## src/rtl/xt_hb_copy_master.sv

```systemverilog
// xt_hb_copy_master: word-copy initiator for the XT high-speed bus.
// Reads LEN words starting at a source address and writes them to a
// destination address, one read/write pair per word. Bus ownership is
// negotiated with the HB arbiter through bus_req/bus_gnt, and a sticky
// done_irq is raised when the copy completes or is aborted.

module xt_hb_copy_master #(
    parameter int ADDR_W = 32,
    parameter int LEN_W  = 16,
    parameter int RD_LAT = 1
) (
    input  logic              hb_clk,
    input  logic              rst,
    input  logic              start,
    input  logic [ADDR_W-1:0] src_addr,
    input  logic [ADDR_W-1:0] dst_addr,
    input  logic [LEN_W-1:0]  len,
    input  logic              abort,
    output logic              bus_req,
    input  logic              bus_gnt,
    output logic [ADDR_W-1:0] hb_raddr,
    output logic              hb_ren,
    input  logic [31:0]       hb_rdata,
    output logic [ADDR_W-1:0] hb_waddr,
    output logic [31:0]       hb_wdata,
    output logic              hb_wen,
    output logic              busy,
    output logic              done_irq,
    output logic [LEN_W-1:0]  words_left
);

    typedef enum logic [2:0] {
        IDLE,
        REQ,
        RD,
        RWAIT,
        WR,
        DONE
    } state_t;

    localparam int LAT_W = (RD_LAT > 1) ? $clog2(RD_LAT) : 1;
    localparam logic [ADDR_W-1:0] ALIGN_MASK = ~ADDR_W'(3);
    localparam logic [ADDR_W-1:0] WORD_STEP  = ADDR_W'(4);

    state_t state_q;
    state_t state_d;

    logic [ADDR_W-1:0] src_q;
    logic [ADDR_W-1:0] dst_q;
    logic [LEN_W-1:0]  words_left_q;
    logic [31:0]       rdata_q;
    logic [ADDR_W-1:0] raddr_hold_q;
    logic [ADDR_W-1:0] waddr_hold_q;
    logic [31:0]       wdata_hold_q;
    logic [LAT_W-1:0]  lat_cnt_q;
    logic              busy_q;
    logic              done_q;
    logic              abort_pend_q;

    logic start_ok;
    logic abort_now;
    logic last_word;
    logic lat_last;
    logic enter_done;

    // Decode shared by the FSM and the datapath: start is only honoured in
    // IDLE, and an abort seen this cycle counts as pending immediately so a
    // pulse landing on a word boundary is not lost.
    assign start_ok   = (state_q == IDLE) && start;
    assign abort_now  = abort_pend_q || (busy_q && abort);
    assign last_word  = (words_left_q == LEN_W'(1));
    assign lat_last   = (lat_cnt_q == LAT_W'(RD_LAT - 1));
    assign enter_done = (state_d == DONE) && (state_q != DONE);

    assign busy       = busy_q;
    assign done_irq   = done_q;
    assign words_left = words_left_q;

    // State register; reset drops straight back to IDLE, which also kills
    // any read or write that was about to be issued.
    always_ff @(posedge hb_clk) begin
        if (rst) begin
            state_q <= IDLE;
        end else begin
            state_q <= state_d;
        end
    end

    // Next-state logic; grant is only re-examined at word boundaries so a
    // read/write pair is never split by the arbiter.
    always_comb begin
        state_d = state_q;
        case (state_q)
            IDLE: begin
                if (start) begin
                    state_d = (len != '0) ? REQ : DONE;
                end
            end
            REQ: begin
                if (abort_now) begin
                    state_d = DONE;
                end else if (bus_gnt) begin
                    state_d = RD;
                end
            end
            RD: begin
                state_d = RWAIT;
            end
            RWAIT: begin
                if (lat_last) begin
                    state_d = WR;
                end
            end
            WR: begin
                if (last_word || abort_now) begin
                    state_d = DONE;
                end else if (bus_gnt) begin
                    state_d = RD;
                end else begin
                    state_d = REQ;
                end
            end
            DONE: begin
                state_d = IDLE;
            end
            default: begin
                state_d = IDLE;
            end
        endcase
    end

    // Bus-facing outputs; addresses and write data show the live value
    // during their strobe and the held copy otherwise.
    always_comb begin
        bus_req  = 1'b0;
        hb_ren   = 1'b0;
        hb_wen   = 1'b0;
        hb_raddr = raddr_hold_q;
        hb_waddr = waddr_hold_q;
        hb_wdata = wdata_hold_q;
        case (state_q)
            REQ: begin
                bus_req = 1'b1;
            end
            RD: begin
                bus_req  = 1'b1;
                hb_ren   = 1'b1;
                hb_raddr = src_q;
            end
            RWAIT: begin
                bus_req = 1'b1;
            end
            WR: begin
                bus_req  = 1'b1;
                hb_wen   = 1'b1;
                hb_waddr = dst_q;
                hb_wdata = rdata_q;
            end
            default: begin
                bus_req = 1'b0;
            end
        endcase
    end

    // Datapath: address/count bookkeeping, read-data capture, output hold
    // registers, abort latching and the busy/done flags.
    always_ff @(posedge hb_clk) begin
        if (rst) begin
            src_q        <= '0;
            dst_q        <= '0;
            words_left_q <= '0;
            rdata_q      <= '0;
            raddr_hold_q <= '0;
            waddr_hold_q <= '0;
            wdata_hold_q <= '0;
            lat_cnt_q    <= '0;
            busy_q       <= 1'b0;
            done_q       <= 1'b0;
            abort_pend_q <= 1'b0;
        end else begin
            if (busy_q && abort) begin
                abort_pend_q <= 1'b1;
            end

            if (start_ok) begin
                src_q        <= src_addr & ALIGN_MASK;
                dst_q        <= dst_addr & ALIGN_MASK;
                words_left_q <= len;
                busy_q       <= 1'b1;
                abort_pend_q <= 1'b0;
                done_q       <= 1'b0;
            end

            if (enter_done) begin
                done_q <= 1'b1;
            end

            case (state_q)
                RD: begin
                    raddr_hold_q <= src_q;
                    lat_cnt_q    <= '0;
                end
                RWAIT: begin
                    lat_cnt_q <= lat_cnt_q + LAT_W'(1);
                    if (lat_last) begin
                        rdata_q <= hb_rdata;
                    end
                end
                WR: begin
                    waddr_hold_q <= dst_q;
                    wdata_hold_q <= rdata_q;
                    src_q        <= src_q + WORD_STEP;
                    dst_q        <= dst_q + WORD_STEP;
                    words_left_q <= words_left_q - LEN_W'(1);
                end
                DONE: begin
                    busy_q       <= 1'b0;
                    abort_pend_q <= 1'b0;
                end
                default: begin
                end
            endcase
        end
    end

endmodule

```

## config.mk

```make
export PLATFORM = sky130hd
export DESIGN_NAME = xt_hb_copy_master
export DESIGN_NICKNAME = d
export VERILOG_FILES = /design/src/rtl/xt_hb_copy_master.sv
export SDC_FILE = /design/constraint.sdc
export NUM_CORES = 1
export LEC_CHECK = 0
export ABC_CLOCK_PERIOD_IN_PS = 3950
export CAP_MARGIN = 0
export CORE_AREA = 3 3 137 139
export DETAILED_ROUTE_END_ITERATION = 7
export DIE_AREA = 0 0 140 142
export PLACE_DENSITY = 0.87
export SLEW_MARGIN = 0
export SYNTH_ARGS = -nofsm -noshare
export SYNTH_HDL_FRONTEND = slang
export SYNTH_SLANG_ARGS = --single-unit
```

## constraint.sdc

```tcl
create_clock -name hb_clk -period 3.95 [get_ports hb_clk]
set_input_delay 0.79 -clock hb_clk [delete_from_list [all_inputs] [get_ports hb_clk]]
set_output_delay 0.79 -clock hb_clk [all_outputs]
set_load 0.01 [all_outputs]
```

==> results of run 1 <==
## flip-flops by register name, indices dropped and copies added (netlist names)
register,flops
waddr_hold_q,32
rdata_q,32
busy,1
lat_cnt_q,1
dst_q,30
raddr_hold_q,32
words_left,16
done_irq,1
src_q,30
abort_pend_q,1
state_q,3
wdata_hold_q,32
## cells in the final DEF (no fill, tap or decap), drive strengths merged, types with 10 or more instances in the layout
cell type      synthesis  routed
clkdlybuf4s50          0     228
o21ai                 34      34
clkbuf                74      36
buf                   11      24
and3                  12      12
a21oi                141     141
or4                   11      11
a22oi                 13      13
a31oi                 16      16
or3                   10      10
nand4                 12      12
nor3                  19      19
dfxtp                211     211
nor2b                 40      40
nand3                 29      29
a211oi                19      19
o22ai                 16      16
o211ai                11      11
nor4                  21      21
nand2                302     302
nor2                  50      50
mux2                  31      31
inv                   15      14
## synth_stat cells (19+ instances only)
master	count	area share, %
a211oi_1	19	1.5
a21oi_1	141	7.5
clkbuf_1	74	2.9
dfxtp_1	211	45
mux2_2	31	3.7
nand2_1	302	12
nand3_1	29	1.5
nor2_1	50	2.0
nor2b_1	40	2.6
nor3_1	19	1.0
nor4_1	19	1.3
o21ai_0	34	1.8
## worst max path at each step
| stage | startpoint | end | cells after the start |
|---|---|---|---|
| final | state_q[2]$_SDFF_PP0_ | hb_wdata[8] | 6 |
| after global routing | state_q[2]$_SDFF_PP0_ | hb_waddr[2] | 6 |
| after floorplan | state_q[1]$_SDFF_PP0_ | hb_raddr[24] | 5 |
| after CTS | state_q[2]$_SDFF_PP0_ | hb_wdata[8] | 6 |
| after global placement | state_q[2]$_SDFF_PP0_ | hb_wdata[31] | 6 |
| after detailed placement | state_q[2]$_SDFF_PP0_ | hb_wdata[31] | 6 |
## kinds of logic (layout without fill, tap and decap cells)
| group | Yosys count | after routing | synth area share (%) |
|---|---|---|---|
| and+or+nand+nor | 539 | 539 | 26.6 |
| buffers and inverters | 100 | 307 | 4.04 |
| AOI/OAI and AO/OA | 297 | 297 | 19.1 |
| other | 0 | 3 | 0 |
| xor gates and xnor gates | 12 | 12 | 1.11 |
| adders and majority gates | 4 | 4 | 0.529 |
| muxes | 34 | 34 | 4.01 |
| DFF | 211 | 211 | 44.6 |
## critical path, delay by kind of cell (launching register included)
kind	cells	cell delay, ps
and+or+nand+nor	3	680
buffers and inverters	3	1150
DFF	1	520
## final cells by class
cell class	count	share of cell area, %
Clock buffer	36	5.55
Inverter	15	0.453
Antenna cell	3	0.0591
Timing Repair Buffer	252	19.6
Clock inverter	4	0.375
Sequential cell	211	33.3
Multi-Input combinational cell	886	38.4
Tap cell	229	2.26
## layer usage
layer,share of wire [%],wire length (um),GRT usage [%]
met5,0.029,8,0
met4,2.6,726,8.67
met3,7.4,2060,4.67
met2,49,13500,45.5
met1,41,11600,34.1
## metrics by stage
stage	cells	setup WS [ps]	hold slack, ps
final	1636	287	454
after global placement	1593	825	442
after CTS	1633	263	455
after floorplan	1197	1390	437
after detailed placement	1593	826	447
after global routing	1636	148	473
## where the power goes
part	internal [mW]	switching, mW	total, mW
Combinational	0.409	0.456	0.864
Clock	1.28	0.841	2.12
Sequential	2.25	0.153	2.40
==> flow_summary.yaml, run 1 <==
worst_setup_path:
  rr_worst_depth: 6
  slowest_delay_ps: 570
  cp-end-kind: "output pin"
  rrSetupSlack_ps: 870
  cp-start-kind: "flip-flop"
  crit_fanout: 31
  worstPathArrival_ps: 2870
  crit_chain: "or3b_4 -> clkinv_2 -> buf_12 -> nand2_1 -> nand2_1 -> clkdlybuf4s50_1"
  crit_top_cell: "nand2_1"
  r2r_start: "state_q[2]$_SDFF_PP0_"
  cp.required_ps: 3160
  worstSetupPathType: "flip-flop to output pin"
  critPathSlowestCell: "clkdlybuf4s50_1"
  rr_endpoint: "src_q[19]$_SDFFE_PP0P_"
worst_hold_path:
  hp-start: "rdata_q[26]$_SDFFE_PP0P_"
  hold_path_class: "flip-flop to flip-flop"
  min_path_cells: 2
  min_to: "rdata_q[26]$_SDFFE_PP0P_"
logic_synthesis:
  syn_nets: 1318
  async_flop_share_pct: 0
  synth.yosys.seq_area_share_pct: 44.6
  synth_ff_type: "dfxtp_1"
  synthCells: 1197
  ys_types: 66
  netlist_area_um2: 9470
  ys_ff_latch: 211
  yosysWarnings: 0
  synth_edf_count: 0
  avgSynthCellArea_um2: 7.91
power:
  total_power_mw: 5.39
  powerDensity_nw_per_um2: 424
  leakagePower_nw: 4.75
  ir_drop_uv: 317
finish:
  multi_input_area_um2: 4870
  syn2layout_area_growth_pct: 34.1
  n_fill_cell: 1366
  final_util_pct: 71.4
  register_area_um2: 4220
  drive_above_1_share_pct: 7.48
  fin_nets: 1509
  stdcell_area_um2: 12700
floorplanning:
  die_area_um2: 19900
  die_w_um: 140
  die_height_um: 142
  initial_core_util_pct: 53.2
  io_pins: 234
  coreArea_um2: 17800
  rows: 49
sta:
  fmax_mhz: 273
  fin_crit_sh_pct: 92.7
  tightest_slew_ps: 1310
  period_minus_slack_ps: 3660
  slew_viol_final: 0
  finClkSkew_ps: 7.85
  setup_viol_count_final: 0
  relSlewSlack_pct: 11.6
  hold_viol: 0
  rsz0062_at_grt: "false"
  final.setup.tns_ps: 0
outcome:
  status: "completed"
place:
  post_dp_cell_area_um2: 11900
  port_buffers: 229
  dp_hpwl_um: 18200
  place.gp.congestion: 0.845
clock_tree:
  cts.sinks: 211
  post_cts_buffers: 0
  cts-root-buf: "clkbuf_16"
  clockBufferDepth: 3
  clkTransAtPathRegs_ps: 60
  hold_buffers: 0
  post_cts_resized: 0
  htreeDepth: 1
  cts_tree: "built"
  clk_latency_ps: 500
  cts_buffers: 22
drt:
  drt_iter0_drc: 680
  ant_nets: 0
  dr.pass1.iters: 5
  routedWlPerCell_um: 17.1
  drc: 0
  vias: 9538
  viasPerCell: 5.83
  drt-total-wl_um: 27900
grt:
  grt_use_total_pct: 26.5
  grt_overflow: 0
  grt_pass1_wl_um: 44500
  grt_pass1_vias: 9031
  grt_max_degree: 120
  antenna_found_initial: 4
run:
  max-cap-violations: 0
(Power assumes the default switching activity.)
==> run 2: changes to the inputs <==
--- a/config.mk
+++ b/config.mk
@@ -7,11 +7,13 @@
 export LEC_CHECK = 0
 export ABC_CLOCK_PERIOD_IN_PS = 3950
 export CAP_MARGIN = 0
-export CORE_AREA = 3 3 137 139
+export CORE_AREA = 3 3 125 127
+export CTS_BUF_LIST = sky130_fd_sc_hd__clkbuf_16
 export DETAILED_ROUTE_END_ITERATION = 7
-export DIE_AREA = 0 0 140 142
-export PLACE_DENSITY = 0.87
-export SLEW_MARGIN = 0
+export DIE_AREA = 0 0 128 130
+export DONT_BUFFER_PORTS = 1
+export PLACE_DENSITY = 0.82
+export SLEW_MARGIN = 10
 export SYNTH_ARGS = -nofsm -noshare
 export SYNTH_HDL_FRONTEND = slang
 export SYNTH_SLANG_ARGS = --single-unit
==> run 2 against run 1 <==
Clock power fell by 3%. Clock skew up 1.3 ps. Total power down 5.9%. Sequential cell count unchanged. Hold slack got worse by 73 ps. Via count down 11%. Sequential share of layout area is 7.9 points higher. Wire length decreased by 13%. Setup slack improved by 470 ps. Sequential power hardly changed. Register-to-register slack improved by 340 ps. Count of clock-buffer cells in the layout decreased by 13. Largest cell class unchanged. Highest routed layer is now met4.
==> flow_summary.yaml, run 2 (synthesized netlist as in run 1, its figures left out) <==
worst_setup_path:
  worstSetupPathType: "flip-flop to output pin"
  rr_endpoint: "src_q[19]$_SDFFE_PP0P_"
  rr_worst_depth: 5
  cp-startpoint: "state_q[2]$_SDFF_PP0_"
  crit_fanout: 33
  worstPathArrival_ps: 2400
  cp-end-kind: "output pin"
  r2r_start: "state_q[0]$_SDFF_PP0_"
  rrSetupSlack_ps: 1210
  cp.required_ps: 3160
  cp-start-kind: "flip-flop"
finish:
  drive_above_1_share_pct: 8.05
  syn2layout_area_growth_pct: 8.45
  final_common_cell: "nand2_1"
  fin_nets: 1273
  antennaDiodeCount: 0
  stdcell_area_um2: 10300
  layout_common_cells: "nand2_1, dfxtp_1, a21oi_1"
  layoutNonFillerInstCount: 1352
grt:
  grt_max_degree: 220
  use_met2_pct: 44.6
  use_met3_pct: 7.53
  antenna_found_initial: 0
  grt_use_met1_pct: 35.7
  grt_use_total_pct: 27.7
  grt_pass1_vias: 7858
  grt_overflow: 0
  top_usage_layer: "met2"
  grt_pass1_wl_um: 38600
sta:
  hold_viol: 0
  fmax_mhz: 313
  relSlewSlack_pct: 40.9
  finClkSkew_ps: 9.19
  fin_crit_sh_pct: 80.8
  final.setup.tns_ps: 0
  rsz0062_at_grt: "false"
  period_minus_slack_ps: 3190
  setup_viol_count_final: 0
  tightest_slew_ps: 886
  slew_viol_final: 0
floorplanning:
  rows: 44
  die_area_um2: 16600
  initial_core_util_pct: 65.1
  die_height_um: 130
  die_w_um: 128
  io_pins: 234
  coreArea_um2: 14500
clock_tree:
  clockBufferDepth: 3
  htreeDepth: 1
  cts_tree: "built"
  clkTransAtPathRegs_ps: 60
  hold_buffers: 0
  post_cts_buffers: 0
  clk_latency_ps: 490
  cts.sinks: 211
  cts-root-buf: "clkbuf_16"
  cts_buffers: 22
  post_cts_resized: 0
drt:
  vias: 8470
  drt-total-wl_um: 24200
  routedWlPerCell_um: 17.9
  dr.pass1.iters: 5
  viasPerCell: 6.26
  drt_iter0_drc: 603
  ant_nets: 0
  drc: 0
place:
  dp.cells: 1312
  place.gp.congestion: 0.847
  post_dp_cell_area_um2: 9540
  port_buffers: 0
  dp_hpwl_um: 15800
worst_hold_path:
  hold_path_class: "primary input to flip-flop"
  min_to: "src_q[24]$_SDFFE_PP0P_"
  hp-start: "rst"
  min_path_cells: 1
power:
  ir_drop_uv: 353
  leakagePower_nw: 3.88
  powerDensity_nw_per_um2: 494
  total_power_mw: 5.07
outcome:
  status: "completed"
run:
  max-cap-violations: 0
## run 2: cell count changes in the layout (fill, tap and decap cells not counted), sizes merged
cell           change
inv                +2
diode              -3
clkbuf            -13
bufinv             +2
buf                -8
clkinv             +9
clkdlybuf4s50    -228
## run 2: how the worst max path moves through the flow
stage	slack, ps	end	cells past startpoint
after floorplan	1390	hb_raddr[24]	5
after global placement	1270	hb_waddr[4]	4
after detailed placement	1260	hb_waddr[4]	4
after CTS	720	hb_waddr[4]	4
after global routing	590	hb_waddr[4]	4
final	760	hb_raddr[27]	6
## run 2: per-layer routing
metal / share of wire, % / wire length [um]
met5: 0 / 0
met4: 3.5 / 842
met3: 10 / 2490
met2: 46 / 11000
met1: 41 / 9850
## run 2: area by class of cell
type	count	area, um^2
clock buffers	23	576
clock inverters	17	153
fillers	1201	4270
inverters	15	57.6
multi-input cells	886	4880
flip-flops and latches	211	4220
well taps	184	230
repair buffers	16	145
## run 2: report_power, final
| part | internal (mW) | switching (mW) |
|---|---|---|
| clock | 1.25 | 0.811 |
| combinational | 0.233 | 0.358 |
| sequential | 2.25 | 0.171 |
| total | 3.73 | 1.34 |
## run 2: through the flow
step                hold slack [ps]  utilization [%]  worst slack (ps)
floorplan                       437                -              1390
global placement                437             65.6              1270
detailed placement              441             65.6              1260
CTS                             363             70.6               718
global route                    362             70.6               595
finish                          381             70.6               758
## run 2: worst max-delay path: stages, from the launching register on
cell and delay [ps]:
dfxtp_1 390, buf_4 210, inv_1 190, nand2_1 140, nor2_4 100, buf_4 390
mux2_2 440
==> run 3: changes to the inputs <==
==> config.mk (replaced) <==
export PLATFORM = sky130hd
export DESIGN_NAME = xt_hb_copy_master
export DESIGN_NICKNAME = d
export VERILOG_FILES = /design/src/rtl/xt_hb_copy_master.sv
export SDC_FILE = /design/constraint.sdc
export NUM_CORES = 1
export LEC_CHECK = 0
export ABC_CLOCK_PERIOD_IN_PS = 2650
export CAP_MARGIN = 0
export CORE_AREA = 3 3 133 135
export CTS_BUF_LIST = sky130_fd_sc_hd__clkbuf_16
export DETAILED_ROUTE_END_ITERATION = 7
export DIE_AREA = 0 0 136 138
export DONT_BUFFER_PORTS = 1
export PLACE_DENSITY = 0.77
export SLEW_MARGIN = 10
export SYNTH_ARGS = -nofsm -noshare
export SYNTH_HDL_FRONTEND = slang
export SYNTH_SLANG_ARGS = --single-unit
==> constraint.sdc (replaced) <==
create_clock -name hb_clk -period 2.65 [get_ports hb_clk]
set_input_delay 0.53 -clock hb_clk [delete_from_list [all_inputs] [get_ports hb_clk]]
set_output_delay 0.53 -clock hb_clk [all_outputs]
set_load 0.01 [all_outputs]
==> run 3 against run 2 <==
Clock power grew 59%. Sequential cell count stayed put. First-iteration DRC count rose by 8.8%. Largest power group unchanged.
==> flow_summary.yaml, run 3 (synthesized netlist as in run 1, its figures left out) <==
grt:
  grt_pass1_vias: 7943
  antenna_found_initial: 1
  grt_use_total_pct: 26.3
  grt_overflow: 0
  grt_pass1_wl_um: 41000
  grt_max_degree: 220
clock_tree:
  cts_tree: "built"
  clockBufferDepth: 3
  cts_buffers: 23
  clkTransAtPathRegs_ps: 60
  clk_latency_ps: 510
  post_cts_buffers: 0
  cts.sinks: 211
  cts-root-buf: "clkbuf_16"
  hold_buffers: 0
  htreeDepth: 1
power:
  ir_drop_uv: 587
  clockPowerShare_pct: 41.9
  p_int_mw: 5.70
  leakagePower_nw: 3.98
  pwr-share-seq_pct: 45.9
  combPwrFrac_pct: 12.2
  power_switching_mw: 2.12
  total_power_mw: 7.82
  powerDensity_nw_per_um2: 743
  switching_share_pct: 27.1
place:
  dp_hpwl_um: 17200
  pre_cts_ws_ps: 256
  dp.cells: 1365
  place.gp.congestion: 0.868
  port_buffers: 0
finish:
  final_util_pct: 63.4
  fin_nets: 1291
  syn2layout_area_growth_pct: 11.1
  layoutNonFillerInstCount: 1406
  n_fill_cell: 1446
  drive_above_1_share_pct: 9.87
  layout_common_cells: "nand2_1, dfxtp_1, a21oi_1"
  final_common_cell: "nand2_1"
floorplanning:
  die_height_um: 138
  initial_core_util_pct: 57.1
  rows: 47
  die_w_um: 136
  coreArea_um2: 16600
  io_pins: 234
  die_area_um2: 18800
sta:
  timing.final.ws_setup_ps: 14.2
  period_minus_slack_ps: 2640
  relSlewSlack_pct: 64.9
  final.setup.tns_ps: 0
  tightest_slew_ps: 526
  rsz0062_at_grt: "true"
  finClkSkew_ps: 8.78
  fmax_mhz: 379
  slew_viol_final: 0
  hold_viol: 0
  fin_crit_sh_pct: 99.5
  setup_viol_count_final: 0
drt:
  drt-total-wl_um: 25800
  drc: 0
  routedWlPerCell_um: 18.3
  vias: 8448
  viasPerCell: 6.01
  dr.pass1.iters: 5
  drt_iter0_drc: 656
  ant_nets: 0
worst_setup_path:
  cp.required_ps: 2120
  crit_fanout: 111
  worstSetupPathType: "flip-flop to output pin"
  cp-end-kind: "output pin"
  cp-start-kind: "flip-flop"
  worstPathArrival_ps: 2110
worst_hold_path:
  hold_path_class: "primary input to flip-flop"
run:
  max-cap-violations: 0
outcome:
  status: "completed"
## run 3: cell types whose count changed in the layout (fill, tap and decap cells not counted), sizes merged
cell and change:
clkinvlp +3, inv -2, buf +17, bufinv +1, clkinv -2, diode +1
## run 3: power by group through the flow
stage          clock network [mW]  logic, mW  registers (mW)
2_1_floorplan                   0      0.749            3.58
3_3_place_gp                    0      0.917            3.64
3_5_place_dp                    0      0.938            3.65
4_1_cts                      3.33      0.946            3.58
5_1_grt                      3.47       1.05            3.62
6_report                     3.28      0.951            3.59
## run 3: path summary, 6_finish.rpt
| kind | startpoint | endpoint | slack (ps) | depth (start not counted) |
|---|---|---|---|---|
| setup / recovery | state_q[1]$_SDFF_PP0_ | hb_waddr[4] | 10 | 4 |
| hold / removal | rst | raddr_hold_q[29]$_SDFF_PP0_ | 100 | 1 |
| setup reg to reg | words_left[8]$_SDFFE_PP0P_ | done_irq$_SDFFE_PP0P_ | 230 | 5 |
| hold reg to reg | rdata_q[28]$_SDFFE_PP0P_ | rdata_q[28]$_SDFFE_PP0P_ | 450 | 2 |
## run 3: metrics by stage
step / area [um^2] / hold WS (ps)
CTS: 10500 / 85.1
finish: 10500 / 98.0
global placement: 9730 / 438
floorplan: 9470 / 437
detailed placement: 9730 / 441
global route: 10500 / 84.0
## run 3: final cells by class
type | instances | area [um^2] | area share, %
diodes | 1 | 2.50 | 0.0238
clock buffers | 23 | 576 | 5.47
clock inverters | 17 | 191 | 1.82
inverters | 15 | 65.1 | 0.619
multi-input cells | 886 | 4880 | 46.4
flip-flops and latches | 211 | 4220 | 40.2
well taps | 220 | 275 | 2.62
repair buffers | 33 | 302 | 2.87
## run 3: per-layer routing
metal | part of all wire, % | GRT usage [%] | up-vias
li1 | - | - | 4185
met1 | 41 | 32.6 | 3928
met4 | 3.4 | 9.34 | 0
met5 | 0 | 0 | -
met3 | 9.2 | 8.58 | 53
met2 | 47 | 42.8 | 282
## run 3: worst max-delay path: stages, from the launching register on
cell     delay, ps
dfxtp_1        310
or3b_4         490
buf_12         270
nor2_2         220
a21o_1         220
## run 3: what timing repair did
action,in CTS,in global routing
gates resized for setup,2,3
endpoints found under the setup margin,45,12
pin swaps,0,0
